File: config.mk
export PLATFORM = sky130hd
export DESIGN_NAME = alu32_reg
export DESIGN_NICKNAME = d
export VERILOG_FILES = /design/src/rtl/alu32_reg.sv
export SDC_FILE = /design/constraint.sdc
export NUM_CORES = 1
export LEC_CHECK = 0
export CAP_MARGIN = 15
export CORE_UTILIZATION = 27
export DETAILED_ROUTE_END_ITERATION = 8
export MAX_ROUTING_LAYER = met4
export SKIP_CTS_REPAIR_TIMING = 1
export SLEW_MARGIN = 20
export SYNTH_ARGS = -nofsm -noshare
export SYNTH_HDL_FRONTEND = slang
export SYNTH_SLANG_ARGS = --single-unit
File: constraint.sdc
create_clock -name clk -period 7.46 [get_ports clk]
set_input_delay 1.492 -clock clk [delete_from_list [all_inputs] [get_ports clk]]
set_output_delay 1.492 -clock clk [all_outputs]
set_load 0.01 [all_outputs]
File: src/rtl/alu32_reg.sv
// alu32_reg: registered 32-bit MIPS-style ALU for the datapath execute stage.
//
// One of eight operations, selected by ALUControlBit, is applied to the two
// operands. The result and its status flags are captured on the rising clock
// edge, so downstream logic sees them one cycle after the inputs were sampled.
//
// Ports:
//   clk            in   1       single clock, rising-edge
//   rst_n          in   1       synchronous active-low reset
//   content1       in   DATA_W  operand A (rs)
//   content2       in   DATA_W  operand B (rt/imm); low bits are the shift amount
//   ALUControlBit  in   3       operation select
//   ALUresult      out  DATA_W  registered result
//   zero           out  1       registered, 1 when ALUresult == 0
//   overflow       out  1       registered signed overflow (ADD/SUB only)
//   carryOut       out  1       registered carry out of the MSB (ADD/SUB only)
//
// Opcodes: 000 AND, 001 OR, 010 ADD, 011 XOR (or SRA), 100 SLL, 101 SRL,
//          110 SUB, 111 SLT (signed).
//
// Build option: define ALU_SRA_EN to turn opcode 011 into an arithmetic right
// shift of A by the shift amount; left undefined, opcode 011 is A ^ B.

module alu32_reg #(
  parameter int DATA_W = 32
) (
  input  logic              clk,
  input  logic              rst_n,
  input  logic [DATA_W-1:0] content1,
  input  logic [DATA_W-1:0] content2,
  input  logic [2:0]        ALUControlBit,
  output logic [DATA_W-1:0] ALUresult,
  output logic              zero,
  output logic              overflow,
  output logic              carryOut
);

  localparam int SH_W = $clog2(DATA_W);

  typedef enum logic [2:0] {
    OP_AND = 3'b000,
    OP_OR  = 3'b001,
    OP_ADD = 3'b010,
    OP_XOR = 3'b011,
    OP_SLL = 3'b100,
    OP_SRL = 3'b101,
    OP_SUB = 3'b110,
    OP_SLT = 3'b111
  } op_t;

  // Signed less-than straight from the operands, so the answer stays right
  // even when A - B would overflow.
  function automatic logic slt_fn(input logic signed [DATA_W-1:0] a,
                                  input logic signed [DATA_W-1:0] b);
    return a < b;
  endfunction

  // Signed overflow of a + b_eff: operand signs agree, result sign differs.
  function automatic logic ovf_fn(input logic a_msb, input logic b_msb,
                                  input logic r_msb);
    return (a_msb == b_msb) && (r_msb != a_msb);
  endfunction

  // ---- stage p0: combinational operation ----
  logic signed [DATA_W-1:0] a_p0;
  logic signed [DATA_W-1:0] b_p0;
  logic [SH_W-1:0]          shamt_p0;
  logic                     is_sub_p0;
  logic [DATA_W-1:0]        b_eff_p0;
  logic [DATA_W:0]          sum_p0;
  logic                     add_ovf_p0;
  op_t                      op_p0;

  logic [DATA_W-1:0]        result_p0;
  logic                     ovf_p0;
  logic                     carry_p0;

  assign a_p0      = content1;
  assign b_p0      = content2;
  assign op_p0     = op_t'(ALUControlBit);
  assign shamt_p0  = content2[SH_W-1:0];
  assign is_sub_p0 = (op_p0 == OP_SUB);

  // SUB shares the adder as A + ~B + 1; the carry-in supplies the +1.
  assign b_eff_p0   = is_sub_p0 ? ~b_p0 : b_p0;
  assign sum_p0     = {1'b0, a_p0} + {1'b0, b_eff_p0} + {{DATA_W{1'b0}}, is_sub_p0};
  assign add_ovf_p0 = ovf_fn(a_p0[DATA_W-1], b_eff_p0[DATA_W-1], sum_p0[DATA_W-1]);

  always_comb begin
    result_p0 = '0;
    ovf_p0    = 1'b0;
    carry_p0  = 1'b0;
    unique case (op_p0)
      OP_AND: result_p0 = a_p0 & b_p0;
      OP_OR:  result_p0 = a_p0 | b_p0;
      OP_ADD, OP_SUB: begin
        result_p0 = sum_p0[DATA_W-1:0];
        ovf_p0    = add_ovf_p0;
        carry_p0  = sum_p0[DATA_W];
      end
`ifdef ALU_SRA_EN
      OP_XOR: result_p0 = a_p0 >>> shamt_p0;
`else
      OP_XOR: result_p0 = a_p0 ^ b_p0;
`endif
      OP_SLL: result_p0 = a_p0 << shamt_p0;
      OP_SRL: result_p0 = content1 >> shamt_p0;
      OP_SLT: result_p0 = {{(DATA_W-1){1'b0}}, slt_fn(a_p0, b_p0)};
      default: result_p0 = '0;
    endcase
  end

  // ---- stage p1: output registers ----
  logic [DATA_W-1:0] result_p1;
  logic              zero_p1;
  logic              ovf_p1;
  logic              carry_p1;

  always_ff @(posedge clk) begin
    if (!rst_n) begin
      result_p1 <= '0;
      zero_p1   <= 1'b1;
      ovf_p1    <= 1'b0;
      carry_p1  <= 1'b0;
    end else begin
      result_p1 <= result_p0;
      zero_p1   <= (result_p0 == '0);
      ovf_p1    <= ovf_p0;
      carry_p1  <= carry_p0;
    end
  end

  assign ALUresult = result_p1;
  assign zero      = zero_p1;
  assign overflow  = ovf_p1;
  assign carryOut  = carry_p1;

endmodule

==> results.md, run 1 <==
- The sequential cell area fraction in the yosys report is 0.0720.
- The initial core utilization is 0.274.
- The number of pins with negative max-slew slack in the final report is 0.
- The share of post-route cells with drive strength above 1 is 0.0848.
- The total CTS buffers is 5.
- Among all cell types in the netlist, the one instantiated most often is sky130_fd_sc_hd__ha_1.
- After floorplanning, the core was sized to cover 35500 um^2.
- In the global route stage, met1 resource usage came out at 0.321.
- In the synthesized netlist, the cells that appear most often are 137 x sky130_fd_sc_hd__ha_1, 134 x sky130_fd_sc_hd__a21oi_1, 112 x sky130_fd_sc_hd__nor2_1.
- Counting the fill cells in the layout gives ~3900.
- The worst endpoint data arrival time is slightly above 6000 ps.
- In the final layout, the multi-input gates occupy ~8300 um^2.
- The proportion of netlist area held by the largest area contributor is 0.176.
- The tree is rooted in a sky130_fd_sc_hd__clkbuf_16.
- The layout overhead on the synthesized area is 16.0%.
- Measured along the y axis, the die boundary spans between 150 and 200 um.
- After floorplanning, the core was divided into about 70 placement rows.
- The die footprint is 36800 um^2.
- The count of vias placed by the detailed router is 10600.
- The total global-route track usage is 0.252.
- After synthesis the cells add up to ~10000 um^2.
- Before antenna repair, the detailed router went through 5 iterations.
- The worst hold path begins at ALUControlBit[1].
- The flow ran to the end, and the final reports show no timing, DRC or antenna violations.
- The number of antenna diodes in the final layout is 0.
- The count of nets left with antenna violations once routing finished came out at 0.
- Of the available clock period, the critical path in the final layout requires 0.796.
- Global routing finished with a remaining overflow of 0.
- The critical path startpoint is content2[1].
- The number of failing hold endpoints at the final stage is 0.
- Each instance of the synthesized netlist takes up on average between 7 and 8 um^2.
- The biggest area consumer among synthesized cells is sky130_fd_sc_hd__ha_1.
- The predominant post-synthesis flop cell is sky130_fd_sc_hd__dfxtp_1.
- In the routed layout, each cell is associated on average with a via count of just under 6.
- The deepest level of the CTS H-tree is 2.
- After detailed routing, the average wire length per cell comes to between 20 and 30 um.
- By area the synthesized netlist is led by sky130_fd_sc_hd__ha_1 18%, sky130_fd_sc_hd__dfxtp_1 7.2%, sky130_fd_sc_hd__a21oi_1 6.9%.
- The final net count is approximately 1600.
- In the synthesized netlist, the number of instances is 1290.
- In this run the most used layer during global routing was met2.
- The maximum fanout encountered on the critical timing path is 77.
- The number of top-level pins is 104.
- Yosys printed 0 warnings.
- The placer's final routability congestion estimate is around 1.0.
- Setup repair after global routing left no endpoint under its margin.
- The number of antenna violations at the first check in global routing was 0.
- The worst vdd rail ir drop is 0.0000798 V.
- The finished cells cover ~11000 um^2.
- The placed instances occupy a cell area of approximately 11000 um^2.
- The number of violations reported at the end of detailed-routing iteration 0 is around 1200.
- The relative max-transition margin is 0.241.
- In this run, synthesis inferred 0 flip-flops with an integrated enable.
- Input and output buffers added on the ports amount to approximately 100.
- After detailed routing, the number of remaining DRC violations is 0.
- Across the whole layout, storage elements account for 701 um^2.
- STA classifies the critical path endpoint as a flip-flop.
- The class of the tightest hold or removal check is in -> reg.
- The worst-margin pin slew is approximately 1100 ps.
- The static leakage power is 4.71 nW.
- The global routing usage on met2 is 0.415.
- The flop and latch count out of synthesis is 35.
- Subtracting the final worst setup slack from the clock period gives approximately 5900 ps.
- The proportion of synthesized flip-flops having asynchronous set or reset is 0.
- The final number of setup-violating endpoints is 0.
- The maximum number of pins on one net before global-route repair is slightly below 80.
- The clock passes through at most 2 buffers.
- The clock transition at the registers of the reported paths is roughly 50 ps.
- The wire length of the first global-routing pass is slightly below 70000 um.
- The number of max-cap violations is 0.
- At the worst endpoint, the required time is 7640 ps.
- After routing, the total negative slack on setup checks comes to 0 ps.
- The startpoint kind of the worst setup timing path is an input port.
- The netlist uses between 80 and 90 different library cells.
- For this design the ratio of total power to cell area is around 110 nW/um^2.
- In the global route stage, met3 resource usage came out at 0.0261.
- The critical path is of the in -> reg type.
- The final layout contains routed wiring with a total length of ~46000 um.
- The clock drives 35 sinks.
- The number of global-route vias before repair was 10400.
- The horizontal extent of the die is around 190 um.
- Counting every net in the synthesized netlist gives about 1500.
- Detailed placement ended at an HPWL of between 30000 and 40000 um.
- The post-route total power is roughly 1.3 mW.
- TritonCTS built the clock tree.
- Timing would allow up to 0.168 GHz.
-- metal layers --
layer / routed length, um / share of wire
met1: 19500 / 0.43
met2: 21500 / 0.47
met3: 2870 / 0.063
met4: 1660 / 0.037
met5: 0 / 0
-- cell families after synthesis --
kind of cell    after synthesis  synth area share
compound gates              417             0.289
simple gates                362             0.180
buf+inv                     166            0.0731
fa+ha+maj                   138             0.178
mux                         123             0.163
xor+xnor                     49            0.0441
flops                        35            0.0720
-- final timing paths --
| check | endpoint | slack, ps | cells after the start |
|---|---|---|---|
| worst min-delay path | overflow | 1930 | 5 |
| worst max-delay path | zero | 1520 | 14 |
-- placed cells by master, fill, tap and decap left out, drive strengths merged, types with 7 or more instances in the layout --
cell           netlist  layout
ha                 137     137
a21oi              135     135
nor2               112     112
clkdlybuf4s50        0      97
nand2               83      83
inv                 83      83
mux2i               60      60
o21ai               59      59
xnor2               42      42
mux2                40      40
dfxtp               35      35
nor3                33      33
buf                 49      32
o22ai               28      28
and2                25      25
mux4                23      23
a211oi              23      23
a21o                21      21
nor2b               18      18
nand3               15      15
nand2b              14      14
and3                13      13
a31oi               12      12
a221oi              12      12
o32ai               12      12
o221ai              11      11
o21a                10      10
nand4               10      10
o31ai                9       9
o211ai               9       9
or3                  8       8
clkbuf              34       8
nor4                 7       7
xor2                 7       7
-- power breakdown --
| part | leakage (nW) | total (mW) | switching (mW) | internal [mW] |
|---|---|---|---|---|
| sequential | 0.290 | 0.210 | 0.00485 | 0.206 |
| combinational | 4.35 | 0.853 | 0.520 | 0.333 |
| clock | 0.0772 | 0.215 | 0.0735 | 0.142 |
| total | 4.71 | 1.28 | 0.598 | 0.680 |
-- cell type report --
type                       instances  area share
clock buffer                       8      0.0139
tap                              461      0.0511
multi-input combinational       1089       0.738
timing repair buffer             129       0.107
sequential                        35      0.0621
inverter                          83      0.0276
-- critical path: stages --
cell	delay, ps
sky130_fd_sc_hd__buf_4	740
sky130_fd_sc_hd__buf_4	380
sky130_fd_sc_hd__mux2_1	430
sky130_fd_sc_hd__mux2i_1	390
sky130_fd_sc_hd__a2bb2oi_1	220
sky130_fd_sc_hd__o21ai_1	90
sky130_fd_sc_hd__a2111oi_0	890
sky130_fd_sc_hd__buf_4	260
sky130_fd_sc_hd__o31ai_1	110
sky130_fd_sc_hd__a21oi_1	230
sky130_fd_sc_hd__o2111ai_1	140
sky130_fd_sc_hd__nor3_1	260
sky130_fd_sc_hd__nand4b_1	160
sky130_fd_sc_hd__o41ai_2	290
-- flip-flops by register name, indices dropped and copies added, names as in the netlist --
name / count
carryOut: 1
overflow: 1
ALUresult: 32
zero: 1
-- metrics by stage --
step | hold slack (ps) | util | instances | setup slack, ps
after floorplan | 1630 | - | 1290 | 1230
after global placement | 2210 | 0.314 | 1797 | 1420
after detailed placement | 2220 | 0.314 | 1797 | 1370
after CTS | 1920 | 0.318 | 1805 | 1660
after global routing | 1950 | 0.318 | 1805 | 1280
final | 1930 | 0.318 | 1805 | 1520
No activity file was read; power rests on OpenSTA's default activity.
==> run 2, diff against run 1 <==
==> constraint.sdc (replaced) <==
create_clock -name clk -period 5.5 [get_ports clk]
set_input_delay 1.1 -clock clk [delete_from_list [all_inputs] [get_ports clk]]
set_output_delay 1.1 -clock clk [all_outputs]
set_load 0.01 [all_outputs]
==> run 2 against run 1 <==
Flip-flop and latch count unchanged. Die area did not move. Clock power increased by 32%. Via count up 4.6%. Non-clock buffer count is 100 higher. Combinational power up 48%. Core utilization up 2.3 points. Power grew 43%. Critical endpoint unchanged.
==> results.md, run 2 (synthesis results as in run 1) <==
- The number of DRC violations after detailed routing is 0.
- The number of diodes added for antenna fixing is 0.
- Along the worst hold path, the cell count comes to 5.
- The cell sitting at the root of the clock tree is a sky130_fd_sc_hd__clkbuf_16.
- The maximum operating frequency is roughly 0.19 GHz.
- The floorplan step set the die width to between 150 and 200 um.
- The relative contribution of combinational cells to total power is 0.689.
- Setup repair after global routing left no endpoint under its margin.
- The internal power summed over all cells is approximately 970 uW.
- In the routed layout, each cell is associated on average with a via count of between 5 and 6.
- The final net count is between 1500 and 2000.
- The initial core utilization is 0.274.
- The routed design has ~50000 um of wire.
- The clock period could shrink to roughly 5200 ps.
- The static leakage power is between 5 and 6 nW.
- The number of antenna violations at the first check in global routing was 0.
- The power per unit of standard cell area is ~150 nW/um^2.
- After detailed routing, the average wire length per cell comes to roughly 26 um.
- The worst-margin pin slew is approximately 1100 ps.
- Traced cell by cell, the critical path runs through clkdlybuf4s50_1 > nand2_2 > buf_12 > xnor2_1 > ha_1 > a21oi_1 > o21ai_0 > a221oi_1 > a211oi_1 > or3_1 > a31o_2 > nor4_1 > o2111ai_1 > nor3_1 > buf_4 > nand4b_1 > o41ai_2.
- The commonest non-fill, non-tap cell in the layout is sky130_fd_sc_hd__ha_1.
- IR analysis of the VDD net gives a maximum drop of approximately 0.00010 V.
- The highest cell delay on the worst timing path is between 500 and 600 ps.
- The tool flagged a number of max-cap violations equal to 0.
- The maximum number of pins on one net before global-route repair is 60.
- In the finished design, the share of the clock period the worst path needs comes to 0.938.
- The share of total power dissipated in sequential elements is 0.156.
- Buffers placed on the I/O ports in this run total between 100 and 150.
- The total global-route track usage is 0.278.
- Routability-driven placement finished with a final weighted congestion of around 1.0.
- The category of the worst setup path capture point is a flip-flop.
- For the worst setup path, the data required time is ~5700 ps.
- The worst endpoint data arrival time is 5350 ps.
- The routed layout has ~11000 vias.
- The register with the most flip-flops in the layout has 32 of them.
- The deepest level of the CTS H-tree is 2.
- After clock tree synthesis, the clock-pin slew on the worst setup and hold paths is ~60 ps.
- The number of global-route vias before repair came to approximately 11000.
- around 100 I/O pins were placed.
- The final number of setup-violating endpoints is 0.
- Of the cells placed in the final design, the portion with a size suffix greater than 1 is 0.149.
- The core area is 35500 um^2.
- The slowest stage cell on the critical path is sky130_fd_sc_hd__clkdlybuf4s50_1.
- The number of failing hold endpoints at the final stage was 0.
- The run finished with clean final reports.
- The fill cell total of the finished layout is 3787.
- For this run the aggregate overflow at the end of global routing stands at 0.
- The die is ~190 um tall.
- Hold timing on the final database bottoms out at a slack of roughly 1500 ps.
- The number of pins with negative max-slew slack in the final report is 0.
- The destination of the worst hold path is overflow.
- The startpoint identified for the worst hold timing path is ALUControlBit[0].
- The share of total power dissipated in the clock network is 0.155.
- After detailed placement, the total cell area comes to between 10000 and 15000 um^2.
- The fraction of power spent switching nets is 0.468.
- The post-detailed-placement half-perimeter wirelength is around 40000 um.
- The startpoint kind of the worst setup timing path is an input port.
- The maximum count of clock buffers along a single path is 2.
- For this design the total switching power over the nets is about 860 uW.
- The TritonCTS clock tree is built.
- By startpoint and endpoint, the worst setup path is classified as in -> reg.
- The first detailed-routing pass took 8 iterations.
- The tree built by TritonCTS fans out to 35 sinks.
- The post-route total power is roughly 1.8 mW.
- The relative max-transition margin is 0.247.
- The number of nets with antenna violations after routing is 0.
- The die footprint is between 30000 and 40000 um^2.
- The top cell types in the final layout, fill and taps aside, are 137 x sky130_fd_sc_hd__ha_1, 134 x sky130_fd_sc_hd__a21oi_1, 122 x sky130_fd_sc_hd__buf_4.
- Timing analysis after detailed placement gives a worst setup slack of between 80 and 90 ps.
- The layout overhead on the synthesized area is 24.2%.
- Adding up every negative setup slack in the final design gives 0 ps.
- The sequential cells in the finished layout cover a total of 701 um^2.
- In this run, the number of DRC markers left after iteration 0 of detailed routing was 1151.
- The first global-routing pass estimated approximately 74000 um of wire.
- The number of placement rows is 69.
- The worst hold path belongs to the class in -> reg.
- The final instance area is approximately 12000 um^2.
- In the final layout, the multi-input gates occupy 8350 um^2.
- The maximum fanout encountered on the critical timing path is 30.
- The final setup slack of the worst path is approximately 340 ps.
- The total CTS buffers is 5.
==> run 2: cell count changes in the layout (fill, tap and decap cells not counted), sizes merged <==
cell,delta
clkbuf,-2
buf,+100
clkinv,+1
==> run 2: power groups by stage <==
stage	registers, mW	logic (mW)	clock network, mW
floorplan	0.303	0.698	0
global placement	0.291	1.23	0
detailed placement	0.291	1.23	0
CTS	0.286	1.24	0.292
global route	0.288	1.35	0.304
finish	0.285	1.26	0.284
==> run 2: metal layers <==
layer | global-route usage | wire (um)
met5 | - | 0
met4 | 0.0992 | 1910
met3 | 0.0236 | 2460
met2 | 0.447 | 22800
met1 | 0.361 | 22100
==> run 2: worst max-delay path, delay by kind of cell <==
kind	cells	cell delay (ps)
compound gates	7	1760
simple gates	5	1180
xor+xnor	1	150
fa+ha+maj	1	290
buf+inv	3	860
==> run 2: how the worst max path moves through the flow <==
stage	startpoint	endpoint	slack [ps]
after floorplan	ALUControlBit[2]	zero	9
after global placement	ALUControlBit[2]	zero	-30
after detailed placement	ALUControlBit[2]	zero	90
after CTS	ALUControlBit[2]	zero	370
after global routing	ALUControlBit[2]	zero	50
final	ALUControlBit[2]	zero	340
==> run 2: cell type report <==
cell class,instances,area share
clock buffers,6,0.0115
clock inverters,1,0.000414
inverters,83,0.0258
multi-input cells,1089,0.690
flip-flops and latches,35,0.0579
well taps,461,0.0477
repair buffers,229,0.166
==> run 2: per-stage QoR <==
| stage | std cells | util |
|---|---|---|
| 5_1_grt | 1904 | 0.341 |
| 4_1_cts | 1904 | 0.341 |
| 6_report | 1904 | 0.341 |
| 3_5_place_dp | 1897 | 0.337 |
| 2_1_floorplan | 1290 | - |
| 3_3_place_gp | 1897 | 0.337 |
==> run 3, diff against run 2 <==
--- a/config.mk
+++ b/config.mk
@@ -6,6 +6,7 @@
 export NUM_CORES = 1
 export LEC_CHECK = 0
 export CAP_MARGIN = 15
+export CORE_MARGIN = 8
 export CORE_UTILIZATION = 27
 export DETAILED_ROUTE_END_ITERATION = 8
 export MAX_ROUTING_LAYER = met4
==> run 3 against run 2 <==
Cell count shrank 0.32%. Clock-buffer cell count unchanged. Power is essentially flat. Sequential share of layout area hardly changed.
==> results.md, run 3 (synthesis results as in run 1) <==
- Data on the critical path arrives at its endpoint at 5460 ps.
- At the end of the flow the core is filled with cells to 0.338.
- Setup violations remaining at the end of the flow were counted as 0.
- The largest delay contributor family on the critical path is compound AO/OA/AOI/OAI gates.
- Of the total power, the share spent switching nets is 0.471.
- For this design the ratio of total power to cell area is ~150 nW/um^2.
- In this run the most critical hold path is launched from ALUControlBit[0].
- The net count of the finished layout is roughly 1600.
- Once layout is done, the placed cells without fillers occupy 12000 um^2.
- Routability-driven placement finished with a final weighted congestion of 1.05.
- Summed over all layers, the global routing overflow is 0.
- The post-detailed-placement half-perimeter wirelength is approximately 41000 um.
- The die footprint is approximately 42000 um^2.
- The number of global-route vias before repair is 11000.
- The number of antenna violations at the first check in global routing is 0.
- The number of nets with antenna violations after routing is 0.
- The final setup slack of the worst path is roughly 240 ps.
- Clock-pin slew was measured on the worst setup and hold paths at ~50 ps.
- The maximum operating frequency is around 0.19 GHz.
- The number of pins with negative max-slew slack in the final report is 0.
- The critical path starts at ALUControlBit[2].
- Measured along the x axis, the die boundary spans roughly 210 um.
- The most frequent cell on the critical path is sky130_fd_sc_hd__buf_4.
- Summing all placed instances gives a cell area of ~12000 um^2.
- The TritonCTS clock tree is built.
- Dividing the detail-routed via count by the number of cells gives a little under 6.
- The height of the die is between 200 and 250 um.
- The hold-critical path depth is 5.
- At the pin with the least slew margin, the transition time is between 900 and 1000 ps.
- IR analysis of the VDD net gives a maximum drop of 0.000119 V.
- The sum of routed wire length over all layers is approximately 50000 um.
- The initial core utilization is 0.274.
- The routed length per placed instance is between 20 and 30 um.
- The number of diodes added for antenna fixing is 0.
- After the first detailed-routing iteration, the DRC count stood at 1151.
- In the routed design, unresolved DRC markers number 0.
- The destination of the worst hold path is carryOut.
- The worst path in the final design needs a cycle of around 5300 ps, including I/O delays and setup.
- In the final layout, the share of cells above drive strength 1 is 0.148.
- The class of the tightest hold or removal check is in -> reg.
- The relative contribution of the clock network to total power is 0.160.
- The relative contribution of combinational cells to total power is 0.685.
- The flip-flop count of the largest register after layout is 32.
- The net switching component of the power is roughly 860 uW.
- The share of the cycle needed by the critical path after routing is 0.957.
- The worst hold slack is ~1500 ps.
- between 100 and 150 I/O pins were placed.
- Entering global routing, the biggest net connects slightly above 50 pins.
- The critical path goes through clkdlybuf4s50_1 > buf_4 > nand4bb_1 > and2_1 > fa_1 > nand2b_1 > a21oi_2 > a31oi_1 > buf_4 > a211oi_1 > o21ai_0 > a31o_2 > nor4_2 > o2111ai_1 > nor3_1 > buf_4 > nand4b_1 > o41ai_2.
- The critical path is of the in -> reg type.
- The number of max-cap violations is 0.
- The worst slack at placement is -168 ps.
- The deepest level of the CTS H-tree is 2.
- The clock drives 35 sinks.
- The number of failing hold endpoints at the final stage is 0.
- The startpoint kind of the worst setup timing path is an input port.
- Counting the buffers created by CTS gives 5.
- In the layout the commonest cells are 137 x sky130_fd_sc_hd__ha_1, 133 x sky130_fd_sc_hd__a21oi_1, 118 x sky130_fd_sc_hd__buf_4.
- The maximum fanout encountered on the critical timing path is 11.
- The count of vias placed by the detailed router is 11000.
- The tree is rooted in a sky130_fd_sc_hd__clkbuf_16.
- The count of TritonRoute iterations in the first routing pass is 6.
- The post-route total power is roughly 1.8 mW.
- The largest individual stage delay along the critical path comes from the cell sky130_fd_sc_hd__clkdlybuf4s50_1.
- After floorplanning, the core was divided into a little under 70 placement rows.
- The core area is between 30000 and 40000 um^2.
- The number of buffers and inverters on the critical path is 4.
- The worst setup path is captured at a flip-flop.
- The internal power summed over all cells is 968 uW.
- For this design the static power due to leakage is just over 5 nW.
- In this run the tool buffered the top-level ports with 103 buffer cells.
- The share of total power dissipated in sequential elements is 0.156.
- Setup repair after global routing left no endpoint under its margin.
- The first global-routing pass estimated about 73000 um of wire.
- The highest cell delay on the worst timing path is a little under 500 ps.
- The commonest non-fill, non-tap cell in the layout is sky130_fd_sc_hd__ha_1.
- STA puts the critical path data required time at ~5700 ps.
- The maximum count of clock buffers along a single path is 2.
- The layout overhead on the synthesized area is 23.6%.
- The relative max-transition margin is 0.341.
- The total global-route track usage is 0.235.
- The filler cells instantiated in the layout total ~3800.
- The run finished with clean final reports.
## run 3: changes by cell type in the layout (fill, tap and decap cells not counted), sizes merged
cell	previous run	this run
buf	132	126
## run 3: how the worst max path moves through the flow
stage	endpoint	slack, ps	cells after the start
6_report	zero	240	18
5_1_grt	zero	0.3	15
4_1_cts	zero	110	18
3_5_place_dp	zero	-170	18
3_3_place_gp	zero	-150	18
2_1_floorplan	zero	9	20
## run 3: layer usage
metal  vias to the layer above  share of wire  track usage  wire [um]
met2                       444           0.47        0.381      23200
met3                        90          0.059       0.0312       2940
li1                       5090              -            -          -
met4                         0          0.038       0.0847       1900
met5                         -              0            -          0
met1                      5398           0.44        0.297      21700
## run 3: final cells by class
type | instances | area, um^2 | area share
clock inverter | 1 | 5.00 | 0.000416
sequential | 35 | 701 | 0.0582
timing repair buffer | 223 | 1940 | 0.161
multi-input combinational | 1089 | 8360 | 0.695
tap | 461 | 577 | 0.0479
inverter | 83 | 312 | 0.0259
clock buffer | 6 | 139 | 0.0115
## run 3: worst min-delay path, delay by kind of cell
family | cells | cell delay (ps)
and+or+nand+nor | 3 | 260
buffers and inverters | 2 | 340
## run 3: power groups by stage
stage               sequential (mW)  clock, mW  combinational [mW]
global route                  0.288      0.314                1.34
global placement              0.291          0                1.22
CTS                           0.286      0.300                1.23
finish                        0.285      0.292                1.25
floorplan                     0.303          0               0.698
detailed placement            0.291          0                1.22
## run 3: stage by stage
step | TNS, ps | cells
after detailed placement | -168 | 1891
final | 0 | 1898
after global placement | -148 | 1891
after global routing | 0 | 1898
after CTS | 0 | 1898
after floorplan | 0 | 1290
